## config.mk

```make
export PLATFORM = sky130hd
export DESIGN_NAME = toy_cpu_sequencer
export DESIGN_NICKNAME = d
export VERILOG_FILES = /design/src/rtl/toy_cpu_sequencer.sv
export SDC_FILE = /design/constraint.sdc
export NUM_CORES = 1
export LEC_CHECK = 0
export BUFFER_PORTS_ARGS = -buffer_cell sky130_fd_sc_hd__buf_2
export CORE_MARGIN = 2
export CORE_UTILIZATION = 40
export CTS_CLUSTER_DIAMETER = 60
export CTS_CLUSTER_SIZE = 10
export DETAILED_ROUTE_END_ITERATION = 6
export GPL_TIMING_DRIVEN = 0
export HOLD_SLACK_MARGIN = 0.12
export SETUP_SLACK_MARGIN = 0.5
export SLEW_MARGIN = 0
export SYNTH_ARGS = -nofsm -noshare
export SYNTH_HDL_FRONTEND = slang
export SYNTH_SLANG_ARGS = --single-unit
```

## constraint.sdc

```tcl
create_clock -name clk -period 6 [get_ports clk]
set_input_delay 0.9 -clock clk [delete_from_list [all_inputs] [get_ports clk]]
set_output_delay 0.9 -clock clk [all_outputs]
set_load 0.05 [all_outputs]
```

## src/rtl/toy_cpu_sequencer.sv

```systemverilog
// Instruction sequencer for the toy CPU: packs a byte stream into 3-byte words,
// buffers them in a small FIFO and issues them under run/step control with HALT support.
module toy_cpu_sequencer #(
  parameter int DEPTH = 4
) (
  input  logic                     clk,
  input  logic                     rst,
  input  logic                     in_valid,
  input  logic [7:0]               in_data,
  output logic                     in_ready,
  input  logic                     run,
  input  logic                     step,
  input  logic                     cpu_busy,
  output logic                     op_valid,
  output logic [2:0]               opcode,
  output logic [2:0]               src_a,
  output logic [2:0]               src_b,
  output logic [2:0]               dest,
  output logic [7:0]               imm,
  output logic [$clog2(DEPTH):0]   fifo_count,
  output logic                     halted
);

  localparam int PW = $clog2(DEPTH);
  localparam int CW = PW + 1;
  localparam logic [CW-1:0] FULL = CW'(DEPTH);

  typedef struct packed {
    logic [2:0] opcode;
    logic [2:0] src_a;
    logic [2:0] src_b;
    logic [2:0] dest;
    logic [7:0] imm;
  } instr_t;

  typedef enum logic [1:0] {
    IDLE,
    ISSUE,
    HALTED
  } state_t;

  state_t        state_q, state_d;
  logic [1:0]    phase_q;
  logic [2:0]    stg_opcode_q, stg_src_a_q, stg_src_b_q, stg_dest_q;
  instr_t        mem [DEPTH];
  logic [PW-1:0] wr_ptr_q, rd_ptr_q;
  logic [CW-1:0] count_q;
  instr_t        fields_q;
  instr_t        head;
  instr_t        push_word;
  logic          step_prev_q, step_pending_q;
  logic          byte_acc, push, pop, load, clr_pend;
  logic          issue_en, step_rise, head_halt, has_word;

  // ---------------------------------------------------------------------------
  // Byte assembly
  // ---------------------------------------------------------------------------
  assign in_ready = (count_q < FULL);
  assign byte_acc = in_valid && in_ready;
  assign push     = byte_acc && (phase_q == 2'd2);

  assign push_word = '{opcode: stg_opcode_q, src_a: stg_src_a_q,
                       src_b:  stg_src_b_q,  dest:  stg_dest_q,
                       imm:    in_data};

  // NOTE: every clocked block uses non-blocking assignments so all registers
  // update from the same pre-edge values regardless of block ordering.
  always_ff @(posedge clk or negedge rst) begin
    if (!rst) begin
      phase_q      <= 2'd0;
      stg_opcode_q <= 3'd0;
      stg_src_a_q  <= 3'd0;
      stg_src_b_q  <= 3'd0;
      stg_dest_q   <= 3'd0;
    end else if (byte_acc) begin
      case (phase_q)
        2'd0: begin
          stg_opcode_q <= in_data[5:3];
          stg_src_a_q  <= in_data[2:0];
          phase_q      <= 2'd1;
        end
        2'd1: begin
          stg_src_b_q <= in_data[5:3];
          stg_dest_q  <= in_data[2:0];
          phase_q     <= 2'd2;
        end
        default: phase_q <= 2'd0;
      endcase
    end
  end

  // ---------------------------------------------------------------------------
  // Instruction FIFO
  // ---------------------------------------------------------------------------
  // NOTE: the storage array is deliberately not reset; pointers and count
  // define which entries are meaningful, so stale contents are never observed.
  always_ff @(posedge clk) begin
    if (push) mem[wr_ptr_q] <= push_word;
  end

  always_ff @(posedge clk or negedge rst) begin
    if (!rst) begin
      wr_ptr_q <= '0;
      rd_ptr_q <= '0;
      count_q  <= '0;
    end else begin
      if (push) wr_ptr_q <= wr_ptr_q + PW'(1);
      if (pop)  rd_ptr_q <= rd_ptr_q + PW'(1);
      case ({push, pop})
        2'b10:   count_q <= count_q + CW'(1);
        2'b01:   count_q <= count_q - CW'(1);
        default: count_q <= count_q;
      endcase
    end
  end

  assign head      = mem[rd_ptr_q];
  assign has_word  = (count_q != '0);
  assign head_halt = (head.opcode == 3'b111) && (head.imm == 8'hFF);

  // ---------------------------------------------------------------------------
  // Step edge capture; a new edge wins over a same-cycle consume
  // ---------------------------------------------------------------------------
  assign step_rise = step && !step_prev_q;
  assign issue_en  = run || step_pending_q;

  always_ff @(posedge clk or negedge rst) begin
    if (!rst) begin
      step_prev_q    <= 1'b0;
      step_pending_q <= 1'b0;
    end else begin
      step_prev_q <= step;
      if (step_rise)     step_pending_q <= 1'b1;
      else if (clr_pend) step_pending_q <= 1'b0;
    end
  end

  // ---------------------------------------------------------------------------
  // Issue FSM
  // ---------------------------------------------------------------------------
  always_ff @(posedge clk or negedge rst) begin
    if (!rst) state_q <= IDLE;
    else      state_q <= state_d;
  end

  // NOTE: all outputs of this block get a default first, so no path through
  // the case statement can leave one unassigned and infer a latch.
  always_comb begin
    state_d  = state_q;
    pop      = 1'b0;
    load     = 1'b0;
    clr_pend = 1'b0;
    case (state_q)
      IDLE: begin
        if (has_word && issue_en) begin
          pop      = 1'b1;
          clr_pend = 1'b1;
          if (head_halt) begin
            state_d = HALTED;
          end else begin
            load    = 1'b1;
            state_d = ISSUE;
          end
        end
      end
      ISSUE: begin
        if (!cpu_busy) begin
          if (has_word && run && !head_halt) begin
            pop  = 1'b1;
            load = 1'b1;
          end else begin
            state_d = IDLE;
          end
        end
      end
      HALTED: begin
        // run is ignored here; only a step request releases the halt
        if (step_pending_q) begin
          clr_pend = 1'b1;
          state_d  = IDLE;
        end
      end
      default: state_d = IDLE;
    endcase
  end

  always_ff @(posedge clk or negedge rst) begin
    if (!rst)      fields_q <= '0;
    else if (load) fields_q <= head;
  end

  assign op_valid   = (state_q == ISSUE);
  assign halted     = (state_q == HALTED);
  assign opcode     = fields_q.opcode;
  assign src_a      = fields_q.src_a;
  assign src_b      = fields_q.src_b;
  assign dest       = fields_q.dest;
  assign imm        = fields_q.imm;
  assign fifo_count = count_q;

  // ---------------------------------------------------------------------------
  // Protocol invariants
  // ---------------------------------------------------------------------------
  a_no_push_full : assert property (@(posedge clk) disable iff (!rst)
    !(push && (count_q == FULL)));

  a_no_pop_empty : assert property (@(posedge clk) disable iff (!rst)
    !(pop && !has_word));

  a_stall_stable : assert property (@(posedge clk) disable iff (!rst)
    (op_valid && cpu_busy) |=> (op_valid && $stable(fields_q)));

endmodule

```

* Word level (Yosys, flattened, before mapping) *
Memory sizes are Yosys's and may differ from the RTL's.
Index checks and enable logic that the tools add are counted.

storage, ports and cells
  output and inout bits = 26
  memories = 1
  logic and storage cells = 73
  bits in registers = 45
  bits in writable memories = 80
  bits of input ports = 14

cells by class
  magnitude comparators = 1
  eq/ne operators = 12
  reduce and logical (&&, ||, !) cells = 18
  add/sub/neg operators = 4
  muxes and demuxes = 21

memory list
  memory  depth  bits a word  rd ports  clocked after Yosys merged registers in  write ports  line  text
  mem     4      20           1         0                                        1            45    instr_t mem [DEPTH];

operator list
  operator               number
  $mux W1                10
  $mux W2                5
  $eq A8 B8 Y1 const B   1
  $logic_and A1 B1 Y1    7
  $eq A2 B1 Y1 const B   3
  $eq A2 B2 Y1 const B   3
  $ne A2 B2 Y1 const B   3
  $pmux W1 S2            3
  $pmux W2 S3            1
  $pmux W3 S2            1
  $add A2 B1 Y2 const B  2
  $logic_not A2 Y1       2
  $pmux W2 S2            1
  $reduce_and A2 Y1      2
  $reduce_and A4 Y1      1
  $reduce_bool A2 Y1     2
  $add A3 B1 Y3 const B  1
  $eq A3 B3 Y1 const B   1
  $lt A3 B3 Y1 const B   1
  $reduce_bool A3 Y1     1
  $sub A3 B1 Y3 const B  1
  $logic_not A1 Y1       2
  $ne A2 B1 Y1 const B   1
  $logic_or A1 B1 Y1     1

* Longest topological paths before layout *
Gate-level depths: netlist (run 1).
An unclocked memory read counts as a cell.

  depth after elaboration = 10
  gate-level depth with buffers = 12
  mapped depth without buffers = 10

* Worst setup path after synthesis (run 1) *
Ideal clock, no wire load.

  path type = register to register
  start = register count_q[2], in the netlist fifo_count[2]
  end = memory mem[0][0] (netlist name), enable pin
  setup slack = 3,263 ps
  required time = 5,622 ps
  arrival time = 2,359 ps
  path buffers = 0
  setup time = 378 ps
  period minus slack after synthesis = 2,737 ps
  stages on the path, launching flop included = 5
  path through = dfrtp_1 > inv_1 > nand2_1 > nor3b_1 > and2_1

on the way
  longest elaborated chain between the ends = 5

ends and longest elaborated chain
  element                        line  text
  start, declared                47    logic [CW-1:0] count_q;
  start signal, assigned         110   2'b10: count_q <= count_q + CW'(1);
  start signal, assigned         111   2'b01: count_q <= count_q - CW'(1);
  start signal, assigned         112   default: count_q <= count_q;
  $lt A3 B3 Y1                   58    assign in_ready = (count_q < FULL);
  via in_ready                   10    output logic in_ready,
  $logic_and A1 B1 Y1            59    assign byte_acc = in_valid && in_ready;
  $logic_and A1 B1 Y1            60    assign push = byte_acc && (phase_q == 2'd2);
  $mux W1                        98    if (push) mem[wr_ptr_q] <= push_word;
  $mux W1 (implied by the code)  98
  end, declared                  45

The timed path passes the listed nets, and every way through them passes these cells.

* Worst setup path in the final report (run 1) *
  start = register rd_ptr_q[1]
  end = register count_q[2], in the netlist fifo_count[2]

on the way
  longest elaborated chain between the ends = 10
  elaborated cells between the ends (all ways) = 13
  those cells by class = 4 x eq/ne; 4 x mux; 4 x reduce/logical; 1 x memory

ends and longest elaborated chain
  element                                                   line  text
  start, declared                                           46    logic [PW-1:0] wr_ptr_q, rd_ptr_q;
  start signal, assigned                                    108   if (pop) rd_ptr_q <= rd_ptr_q + PW'(1);
  $mem_v2 Z4 W20 (*)                                        --
  $eq A8 B8 Y1 / $eq A3 B3 Y1 (equally long branches)       119   assign head_halt = (head.opcode == 3'b111) && (head.imm == 8'hFF);
  $logic_and A1 B1 Y1 (*)                                   119
  $logic_not A1 Y1 (*)                                      168   if (has_word && run && !head_halt) begin
  $logic_and A1 B1 Y1 (*)                                   168
  $mux W1 (*)                                               168
  $mux W1 (*)                                               167   if (!cpu_busy) begin
  $pmux W1 S2 (*)                                           153   case (state_q)
  via pop                                                   52    logic byte_acc, push, pop, load, clr_pend;
  $eq A2 B1 Y1 / $eq A2 B2 Y1 (equally long branches)       109   case ({push, pop})
  $pmux W3 S2 / $reduce_bool A2 Y1 (equally long branches)  --

Mark *: on every way through the listed nets, which the timed path passes. The rest lies on a longest branch.
A chain may end at the register's enable or synchronous reset.

==> reports/metrics.yaml, run 1 <==
synth_cell_types: 36
ys.flop_type: "edfxtp_1"
drc: 0
finalMaxSlewViolations: 0
grt_pass1_vias: 2465
htreeDepth: 4
io_pins: 40
p_leak_nw: 2.31
clk_latency_ns: 0.41
synthesis.nets: 269
critical_path_arrival_ns: 3.23
required_ns: 6.33
overflow: 0
timing.rr.start: "rd_ptr_q[1]"
start_util: 0.409
numPortBuffers: 39
antenna_cells: 0
cp-startpoint: "rd_ptr_q[1]"
drtIter0Drc: 162
rsz0062_at_grt: "no"
syn_inst: 249
firstDrtPassIters: 4
synthArstFlopShare: 0.360
startpoint_type: "register"
crit_path_end_kind: "register"
r2r_slack_ns: 3.10
drt_wl_total_um: 8970
synth_edf_count: 80
finish.net_count: 327
avgRoutedWirePerCell_um: 19.2
place_congestion: 0.716
clockBufferDepth: 2
placed_cell_area_sq_um: 5290
layout_min_cycle_time_ns: 2.90
drtAntennaViolNets: 0
period_share: 0.483
grt_pass1_wl_um: 13900
setup-violations-final: 0
cts_tree: "yes"
crit_end: "fifo_count[2]"
syn_area_per_cell_sq_um: 19.7
powerDensity_nw_per_um2: 582
crit_fanout: 10
ir_worst_vdd_mv: 0.241
die_height_um: 115
hold_viol: 0
cts_resized: 0
min_path_type: "reg -> reg"
antenna_found_initial: 0
slew_headroom: 0.182
die_width_um: 115
regToRegEndpoint: "fifo_count[2]"
avgViaCountPerCell: 5.10
cts_setup_buffers: 0
reg2reg_depth: 11
drive_gt1_frac: 0.409
crit_type: "reg -> reg"
vias: 2383
status: "complete, no violations"
setup_tns_ns: 0
finalInstanceArea_sq_um: 5900
synth.cell_area_sq_um: 4910
gr-usage-all-layers: 0.149
maxCapViolCount: 0
synth_warnings: 0
rows: 40
dieArea_sq_um: 13200
clk_pin_slew_ns: 0.05
fin_skew_ns: 0.0109
yosysSeqAreaShare: 0.719
core_sq_um: 12000
area.growth.synth_to_final_pct: 20.2
hpwl_um: 5440
max_freq_mhz: 345
holdBufCountCts: 0
cts.sinks: 125
grt_max_degree: 46
numCtsBuffers: 17
root_buffer: "clkbuf_16"
synth_seq_cells: 125
tightest_slew_ns: 1.22
[how the worst min path moves through the flow]
| stage | startpoint | cells after the start | to | slack [ns] |
|---|---|---|---|---|
| after floorplan | step_prev_q | 1 | step_pending_q | 0.41 |
| after global placement | step_prev_q | 1 | step_pending_q | 0.43 |
| after detailed placement | step_prev_q | 1 | step_pending_q | 0.44 |
| after CTS | step_prev_q | 1 | step_pending_q | 0.45 |
| after global routing | step_prev_q | 1 | step_pending_q | 0.46 |
| final | step_prev_q | 1 | step_pending_q | 0.44 |
[final cells by class]
class,count,area (sq um)
buffer,7,58.8
clock buffer,19,443
tap,147,184
clock inverter,13,163
timing repair buffer,39,195
multi-input combinational,107,1290
fill,1020,6110
inverter,10,37.5
sequential,125,3530
[flip-flops by register name (all words and copies together) (netlist names), 3 cells and up]
| signal | flops |
|---|---|
| opcode | 3 |
| mem | 80 |
| src_b | 3 |
| dest | 3 |
| stg_opcode_q | 3 |
| stg_src_a_q | 3 |
| stg_src_b_q | 3 |
| src_a | 3 |
| stg_dest_q | 3 |
| imm | 8 |
| fifo_count | 3 |
[kinds of logic after synthesis]
group / synth area share
flops: 0.719
simple gates: 0.0372
compound gates: 0.0140
buf+inv: 0.0196
fa+ha+maj: 0.0168
xor+xnor: 0.00892
mux: 0.185
[layout by cell type, fill, tap and decap left out, types with 5 or more instances in the layout]
master,synthesis,layout
edfxtp_1,80,80
dfrtp_1,45,45
buf_2,2,41
mux4_2,20,20
mux2_4,20,20
clkbuf_16,0,17
mux2_2,12,12
inv_1,9,9
nand2_1,8,8
ha_1,5,5
[power by group]
group	internal [mW]	total, mW	switching (mW)
Sequential	1.14	1.27	0.128
Combinational	0.468	1.13	0.660
Clock	0.665	1.03	0.368
[synthesized netlist by cell type, types with 3 or more instances]
cell type  number  area share
dfrtp_1        45        0.23
mux2_2         12       0.028
mux2_4         20       0.061
inv_1           9      0.0069
edfxtp_1       80        0.49
nor2_1          4      0.0031
a21o_1          3      0.0046
mux4_2         20       0.092
xnor2_1         3      0.0054
and2_1          4      0.0051
nand2_1         8      0.0061
nor3_1          3      0.0031
buf_6           4      0.0092
ha_1            5       0.013
[metrics by stage]
stage	hold slack (ns)	instances	setup slack (ns)	utilization	power, mW
floorplan	0.409	249	3.26	-	2.16
global placement	0.427	435	2.81	0.440	2.40
detailed placement	0.444	435	2.77	0.441	2.43
CTS	0.446	467	3.08	0.491	3.47
global route	0.456	467	2.91	0.491	3.59
finish	0.442	467	3.10	0.491	3.43
[routing by layer]
layer / wire [um] / vias up / GRT usage
li1: - / 1077 / -
met1: 4110 / 1247 / 0.196
met2: 4380 / 45 / 0.235
met3: 338 / 14 / 0.0443
met4: 142 / 0 / 0.0578
met5: 0 / - / 0
[critical path: stages, from the launching register on]
cell	delay [ns]
dfrtp_1	0.49
buf_2	0.35
mux4_2	0.38
and3_1	0.27
nand3_2	0.13
a21o_1	0.15
ha_1	0.19
inv_1	0.07
fa_1	0.39
xor2_1	0.15
nor2_1	0.11
xnor2_1	0.12
Power figures use the tool's default switching activity.
==> inputs of run 2 (changes only) <==
--- a/config.mk
+++ b/config.mk
@@ -5,6 +5,7 @@
 export SDC_FILE = /design/constraint.sdc
 export NUM_CORES = 1
 export LEC_CHECK = 0
+export ABC_AREA = 1
 export BUFFER_PORTS_ARGS = -buffer_cell sky130_fd_sc_hd__buf_2
 export CORE_MARGIN = 2
 export CORE_UTILIZATION = 40
==> constraint.sdc (replaced) <==
create_clock -name clk -period 2.5 [get_ports clk]
set_input_delay 0.375 -clock clk [delete_from_list [all_inputs] [get_ports clk]]
set_output_delay 0.375 -clock clk [all_outputs]
set_load 0.05 [all_outputs]
==> reports/metrics.yaml, run 2 <==
status: "complete, no violations"  # unchanged
htreeDepth: 4  # unchanged
core_sq_um: 12700  # was 12000 sq um
io_pins: 40  # unchanged
synth.cell_area_sq_um: 5190  # was 4910 sq um
numCtsBuffers: 17  # unchanged
largest_register: "mem"  # unchanged
rows: 41  # was 40
ys.flop_type: "edfxtp_1"  # unchanged
synth_edf_count: 80  # unchanged
crit_fanout: 7  # was 10
final_common_cell: "nand2_1"  # was edfxtp_1
multi_input_comb_area_sq_um: 1490  # was 1290 sq um
synth_cell_types: 25  # was 36
synth_top_cell_area_share: 0.462  # was 0.489
required_ns: 2.79  # was 6.33 ns
cts_tree: "yes"  # unchanged
ys_top_cells_by_area: "edfxtp_1 46%, dfrtp_1 22%, nand2_1 8.9%, nand3_1 4.4%, inv_1 4.4%"  # was edfxtp_1 49%, dfrtp_1 23%, mux4_2 9.2%, mux2_4 6.1%, mux2_2 2.8%
synthArstFlopShare: 0.360  # unchanged
critical_path_arrival_ns: 2.61  # was 3.23 ns
maxCapViolCount: 0  # unchanged
p_leak_nw: 2.95  # was 2.31 nW
antenna_cells: 0  # unchanged
dp_cells: 690  # was 435
setup-violations-final: 0  # unchanged
startpoint_type: "register"  # unchanged
fin_skew_ns: 0.00682  # was 0.0109 ns
antenna_found_initial: 0  # unchanged
hpwl_um: 7720  # was 5440 um
numPortBuffers: 39  # unchanged
synth_seq_cells: 125  # unchanged
crit_type: "reg -> reg"  # unchanged
grt_pass1_wl_um: 18300  # was 13900 um
crit_path_end_kind: "register"  # unchanged
fin_util: 0.533  # was 0.491
drt_wl_total_um: 11700  # was 8970 um
grt_max_degree: 46  # unchanged
largest_reg_flops: 80  # unchanged
overflow: 0  # unchanged
synthesis.nets: 495  # was 269
clk_pin_slew_ns: 0.05  # about the same
synth_top_area_cell: "edfxtp_1"  # unchanged
yosysSeqAreaShare: 0.679  # was 0.719
tightest_slew_ns: 1.04  # was 1.22 ns
syn_inst: 475  # was 249
syn_area_per_cell_sq_um: 10.9  # was 19.7 sq um
rsz0062_at_grt: "yes"  # was no
layoutNonFillerInstCount: 745  # was 467
cts.sinks: 125  # unchanged
worst-path-buf-inv: 4  # was 2
drc: 0  # unchanged
area.growth.synth_to_final_pct: 30.1  # was 20.2%
avgViaCountPerCell: 4.85  # was 5.10
path_cells: "buf_6 > clkinv_8 > buf_8 > nand2_1 > nand3_1 > nand2_2 > nand2_2 > nor2_4 > nand3_4 > nand3_4 > nand2_4 > ha_4 > inv_4 > fa_2 > a21oi_2 > o21ai_1 > xor2_1"  # was buf_2 > mux4_2 > and3_1 > nand3_2 > a21o_1 > ha_1 > inv_1 > fa_1 > xor2_1 > nor2_1 > xnor2_1
ir_worst_vdd_mv: 0.683  # was 0.241 mV
layout_min_cycle_time_ns: 2.32  # was 2.90 ns
ys_top_cells_by_count: "123 x nand2_1, 80 x edfxtp_1, 61 x inv_1"  # was 80 x edfxtp_1, 45 x dfrtp_1, 20 x mux2_4, 20 x mux4_2, 12 x mux2_2
max_freq_mhz: 431  # was 345 MHz
min_path_type: "in -> async"  # was reg -> reg
clk_latency_ns: 0.41  # about the same
crit_family: "simple AND/OR/NAND/NOR gates"  # was adder cells
n_fill_cell: 1088  # was 1020
firstDrtPassIters: 4  # unchanged
synth_warnings: 0  # unchanged
cp-startpoint: "rd_ptr_q[0]"  # was rd_ptr_q[1]
drive_gt1_frac: 0.291  # was 0.409
start_util: 0.410  # was 0.409
timing.rr.start: "rd_ptr_q[0]"  # was rd_ptr_q[1]
drtIter0Drc: 364  # was 162
grt_pass1_vias: 3589  # was 2465
slowest_stage: "dfrtp_1"  # unchanged
final_cell_mix: "100 x nand2_1, 80 x edfxtp_1, 57 x inv_1, 43 x dfrtp_1, 40 x buf_2"  # was 80 x edfxtp_1, 45 x dfrtp_1, 41 x buf_2, 20 x mux4_2, 20 x mux2_4
drtAntennaViolNets: 0  # unchanged
dieArea_sq_um: 13900  # was 13200 sq um
placed_cell_area_sq_um: 5720  # was 5290 sq um
place_congestion: 0.778  # was 0.716
period_share: 0.928  # was 0.483
root_buffer: "clkbuf_16"  # unchanged
avgRoutedWirePerCell_um: 15.8  # was 19.2 um
yosys.cell_count.top_type: "nand2_1"  # was edfxtp_1
finish.net_count: 580  # was 327
hold_viol: 0  # unchanged
powerDensity_nw_per_um2: 1350  # was 582 nW/um^2
gr-usage-all-layers: 0.174  # was 0.149
finalMaxSlewViolations: 0  # unchanged
slew_headroom: 0.309  # was 0.182
die_width_um: 118  # was 115 um
regArea_sq_um: 3530  # about the same
die_height_um: 118  # was 115 um
max_stage_delay_ns: 0.38  # was 0.49 ns
vias: 3611  # was 2383
clockBufferDepth: 2  # unchanged
finalInstanceArea_sq_um: 6760  # was 5900 sq um
-- run 2: changes by cell type after synthesis, moves of 6 or more --
cell      before  now
nand2_1        8  123
inv_1          9   61
nand3_1        0   46
o21ai_0        1   37
nor2_1         4   29
mux2_4        20    0
mux4_2        20    0
mux2_2        12    0
o22ai_1        1    9
clkbuf_1       1    7
-- run 2: logic make-up after synthesis --
group,share of synthesized area
AO/OA/AOI/OAI,0.0525
XOR/XNOR,0.00674
adder cells (fa/ha/maj),0.0159
buffers and inverters,0.0756
flip-flops,0.679
AND/OR/NAND/NOR,0.170
-- run 2: what timing repair did --
item	4_1_cts	5_1_grt
hold buffers	1	0
pin swaps	10	19
gates cloned	1	2
hold endpoints to repair	1	0
setup endpoints to repair	105	105
resized for setup	26	38
buffers inserted	10	9
-- run 2: layer usage --
metal | GRT usage | share of wire | up-vias
li1 | - | - | 1737
met1 | 0.209 | 0.43 | 1748
met2 | 0.284 | 0.49 | 102
met3 | 0.0533 | 0.052 | 24
met4 | 0.0866 | 0.027 | 0
met5 | 0 | 0 | -
-- run 2: metrics by stage --
step | power [mW] | setup TNS (ns) | hold slack, ns | setup slack, ns
after floorplan | 5.33 | 0 | 0.0794 | 0.0652
after global placement | 6.10 | -56.66 | 0.424 | -0.750
after detailed placement | 6.20 | -0.493 | 0.432 | -0.227
after CTS | 8.74 | 0 | 0.162 | 0.172
after global routing | 9.64 | 0 | 0.168 | 0.0755
final | 9.12 | 0 | 0.148 | 0.180
-- run 2: power breakdown --
group / leakage [nW] / internal (mW) / switching [mW] / total [mW]
Clock: 0.271 / 1.46 / 0.830 / 2.29
Sequential: 1.27 / 2.72 / 0.291 / 3.01
Combinational: 1.40 / 1.33 / 2.49 / 3.82
-- run 2: final timing paths --
path	end	slack (ns)	cells past startpoint
hold reg to reg	step_pending_q	0.44	1
min in group clk	mem[0][6]	0.18	1
setup / recovery	fifo_count[2]	0.18	17
max in group asynchronous	rd_ptr_q[1]	1.64	1
hold / removal	opcode[0]	0.15	1
setup reg to reg	fifo_count[2]	0.18	17
-- run 2: final cells by class --
class,count,area share
Inverter,62,0.0372
Clock inverter,4,0.00370
Buffer,21,0.0276
Clock buffer,28,0.0798
Sequential cell,125,0.523
Tap cell,172,0.0319
Timing Repair Buffer,66,0.0767
Multi-Input combinational cell,267,0.221
==> inputs of run 3 (changes only) <==
--- a/config.mk
+++ b/config.mk
@@ -14,6 +14,7 @@
 export DETAILED_ROUTE_END_ITERATION = 6
 export GPL_TIMING_DRIVEN = 0
 export HOLD_SLACK_MARGIN = 0.12
+export MAX_ROUTING_LAYER = met4
 export SETUP_SLACK_MARGIN = 0.5
 export SLEW_MARGIN = 0
 export SYNTH_ARGS = -nofsm -noshare
==> reports/metrics.yaml, run 3 (synthesis results as in run 2) <==
status: "complete, no violations"  # unchanged
cts.sinks: 125  # unchanged
clk_latency_ns: 0.42  # was 0.41 ns
seq_power_share: 0.330  # about the same
multi_input_comb_area_sq_um: 1490  # unchanged
core_sq_um: 12700  # unchanged
regArea_sq_um: 3530  # unchanged
clk_pin_slew_ns: 0.06  # was 0.05 ns
die_height_um: 118  # unchanged
min_path_type: "in -> async"  # unchanged
numPortBuffers: 39  # unchanged
die_width_um: 118  # unchanged
p_sw_mw: 3.61  # about the same
ir_worst_vdd_mv: 0.683  # about the same
p_leak_nw: 2.95  # unchanged
antenna_cells: 0  # unchanged
comb_power_share: 0.419  # about the same
drtAntennaViolNets: 0  # unchanged
final_common_cell: "nand2_1"  # unchanged
final_cell_mix: "100 x nand2_1, 80 x edfxtp_1, 57 x inv_1, 43 x dfrtp_1, 40 x buf_2"  # unchanged
grt_max_degree: 46  # unchanged
hpwl_um: 7720  # unchanged
finalMaxSlewViolations: 0  # unchanged
n_fill_cell: 1088  # unchanged
firstDrtPassIters: 5  # was 4
maxCapViolCount: 0  # unchanged
tightest_slew_ns: 1.04  # about the same
fin_skew_ns: 0.0193  # was 0.00682 ns
grt_pass1_wl_um: 18300  # about the same
required_ns: 2.79  # about the same
clock_power_share: 0.251  # about the same
io_pins: 40  # unchanged
start_util: 0.410  # unchanged
crit_type: "reg -> reg"  # unchanged
clockBufferDepth: 2  # unchanged
drc: 0  # unchanged
place_congestion: 0.788  # was 0.778
rsz0062_at_grt: "yes"  # unchanged
drtIter0Drc: 313  # was 364
finish.net_count: 580  # unchanged
avgViaCountPerCell: 4.83  # was 4.85
critical_path_arrival_ns: 2.62  # was 2.61 ns
p_sw_frac: 0.396  # about the same
vias: 3602  # was 3611
startpoint_type: "register"  # unchanged
largest_register: "mem"  # unchanged
slew_headroom: 0.305  # was 0.309
root_buffer: "clkbuf_16"  # unchanged
crit_path_end_kind: "register"  # unchanged
setup-violations-final: 0  # unchanged
area.growth.synth_to_final_pct: 30.1  # unchanged
crit_fanout: 7  # unchanged
cts_tree: "yes"  # unchanged
numCtsBuffers: 17  # unchanged
htreeDepth: 4  # unchanged
p_int_mw: 5.51  # about the same
avgRoutedWirePerCell_um: 15.9  # was 15.8 um
powerDensity_nw_per_um2: 1350  # about the same
antenna_found_initial: 0  # unchanged
layout_min_cycle_time_ns: 2.33  # was 2.32 ns
gr-usage-all-layers: 0.179  # was 0.174
layoutNonFillerInstCount: 745  # unchanged
dp_cells: 690  # unchanged
rows: 41  # unchanged
drt_wl_total_um: 11800  # was 11700 um
overflow: 0  # unchanged
dieArea_sq_um: 13900  # unchanged
setup_tns_ns: 0  # unchanged
grt_pass1_vias: 3590  # was 3589
period_share: 0.931  # was 0.928
max_freq_mhz: 430  # was 431 MHz
drive_gt1_frac: 0.291  # unchanged
hold_viol: 0  # unchanged
largest_reg_flops: 80  # unchanged
run 3: cell counts in the layout (fill, tap and decap cells not counted):
Identical to the previous run, type by type.
run 3: layer usage:
metal,share of wire,up-vias,global-route usage
met4,0.024,0,0.0866
li1,-,1737,-
met5,0,-,-
met1,0.43,1740,0.210
met2,0.50,105,0.284
met3,0.047,20,0.0528
run 3: through the flow:
stage / total power [mW] / worst slack [ns] / hold WS, ns / utilization / cell area, sq um
final: 9.12 / 0.173 / 0.143 / 0.533 / 6760
after global routing: 9.64 / 0.0757 / 0.168 / 0.533 / 6760
after CTS: 8.74 / 0.172 / 0.162 / 0.515 / 6520
after detailed placement: 6.20 / -0.227 / 0.432 / 0.452 / 5720
after global placement: 6.10 / -0.750 / 0.424 / 0.446 / 5650
after floorplan: 5.33 / 0.0652 / 0.0794 / - / 5240
run 3: power by group through the flow:
stage	sequential, mW	combinational (mW)	clock [mW]
6_report	3.01	3.82	2.29
5_1_grt	3.06	4.17	2.41
4_1_cts	3.01	3.41	2.31
3_5_place_dp	3.05	3.16	0
3_3_place_gp	3.02	3.08	0
2_1_floorplan	3.60	1.73	0
run 3: final cells by class:
class                   instances  area share
flip-flops and latches        125       0.523
multi-input cells             267       0.221
clock buffers                  28      0.0798
repair buffers                 66      0.0767
inverters                      62      0.0372
well taps                     172      0.0319
plain buffers                  21      0.0276
clock inverters                 4     0.00370
run 3: repair_timing:
action,CTS,global route
resized for setup,26,38
pin swaps,10,19
setup buffers,10,9
hold endpoints to repair,1,0
setup endpoints to repair,105,105
hold buffers,1,0
gates cloned,1,2
run 3: path summary, 6_finish.rpt:
path,startpoint,end,slack [ns],cells past startpoint
worst min register to register,step_prev_q,step_pending_q,0.44,1
min in group clk,in_data[6],mem[0][6],0.18,1
worst max register to register,rd_ptr_q[0],fifo_count[2],0.17,17
worst max-delay path,rd_ptr_q[0],fifo_count[2],0.17,17
worst min-delay path,rst,opcode[0],0.14,1
max in group asynchronous,rst,rd_ptr_q[1],1.63,1
run 3: worst max-delay path: stages (launching register included):
cell      delay (ns)
dfrtp_1         0.38
buf_6           0.15
clkinv_8        0.07
buf_8           0.12
nand2_1         0.05
nand3_1         0.07
nand2_2         0.09
nand2_2         0.10
nor2_4          0.05
nand3_4         0.08
nand3_4         0.08
nand2_4         0.09
ha_4            0.13
inv_4           0.03
fa_2            0.35
a21oi_2         0.11
o21ai_1         0.08
xor2_1          0.14
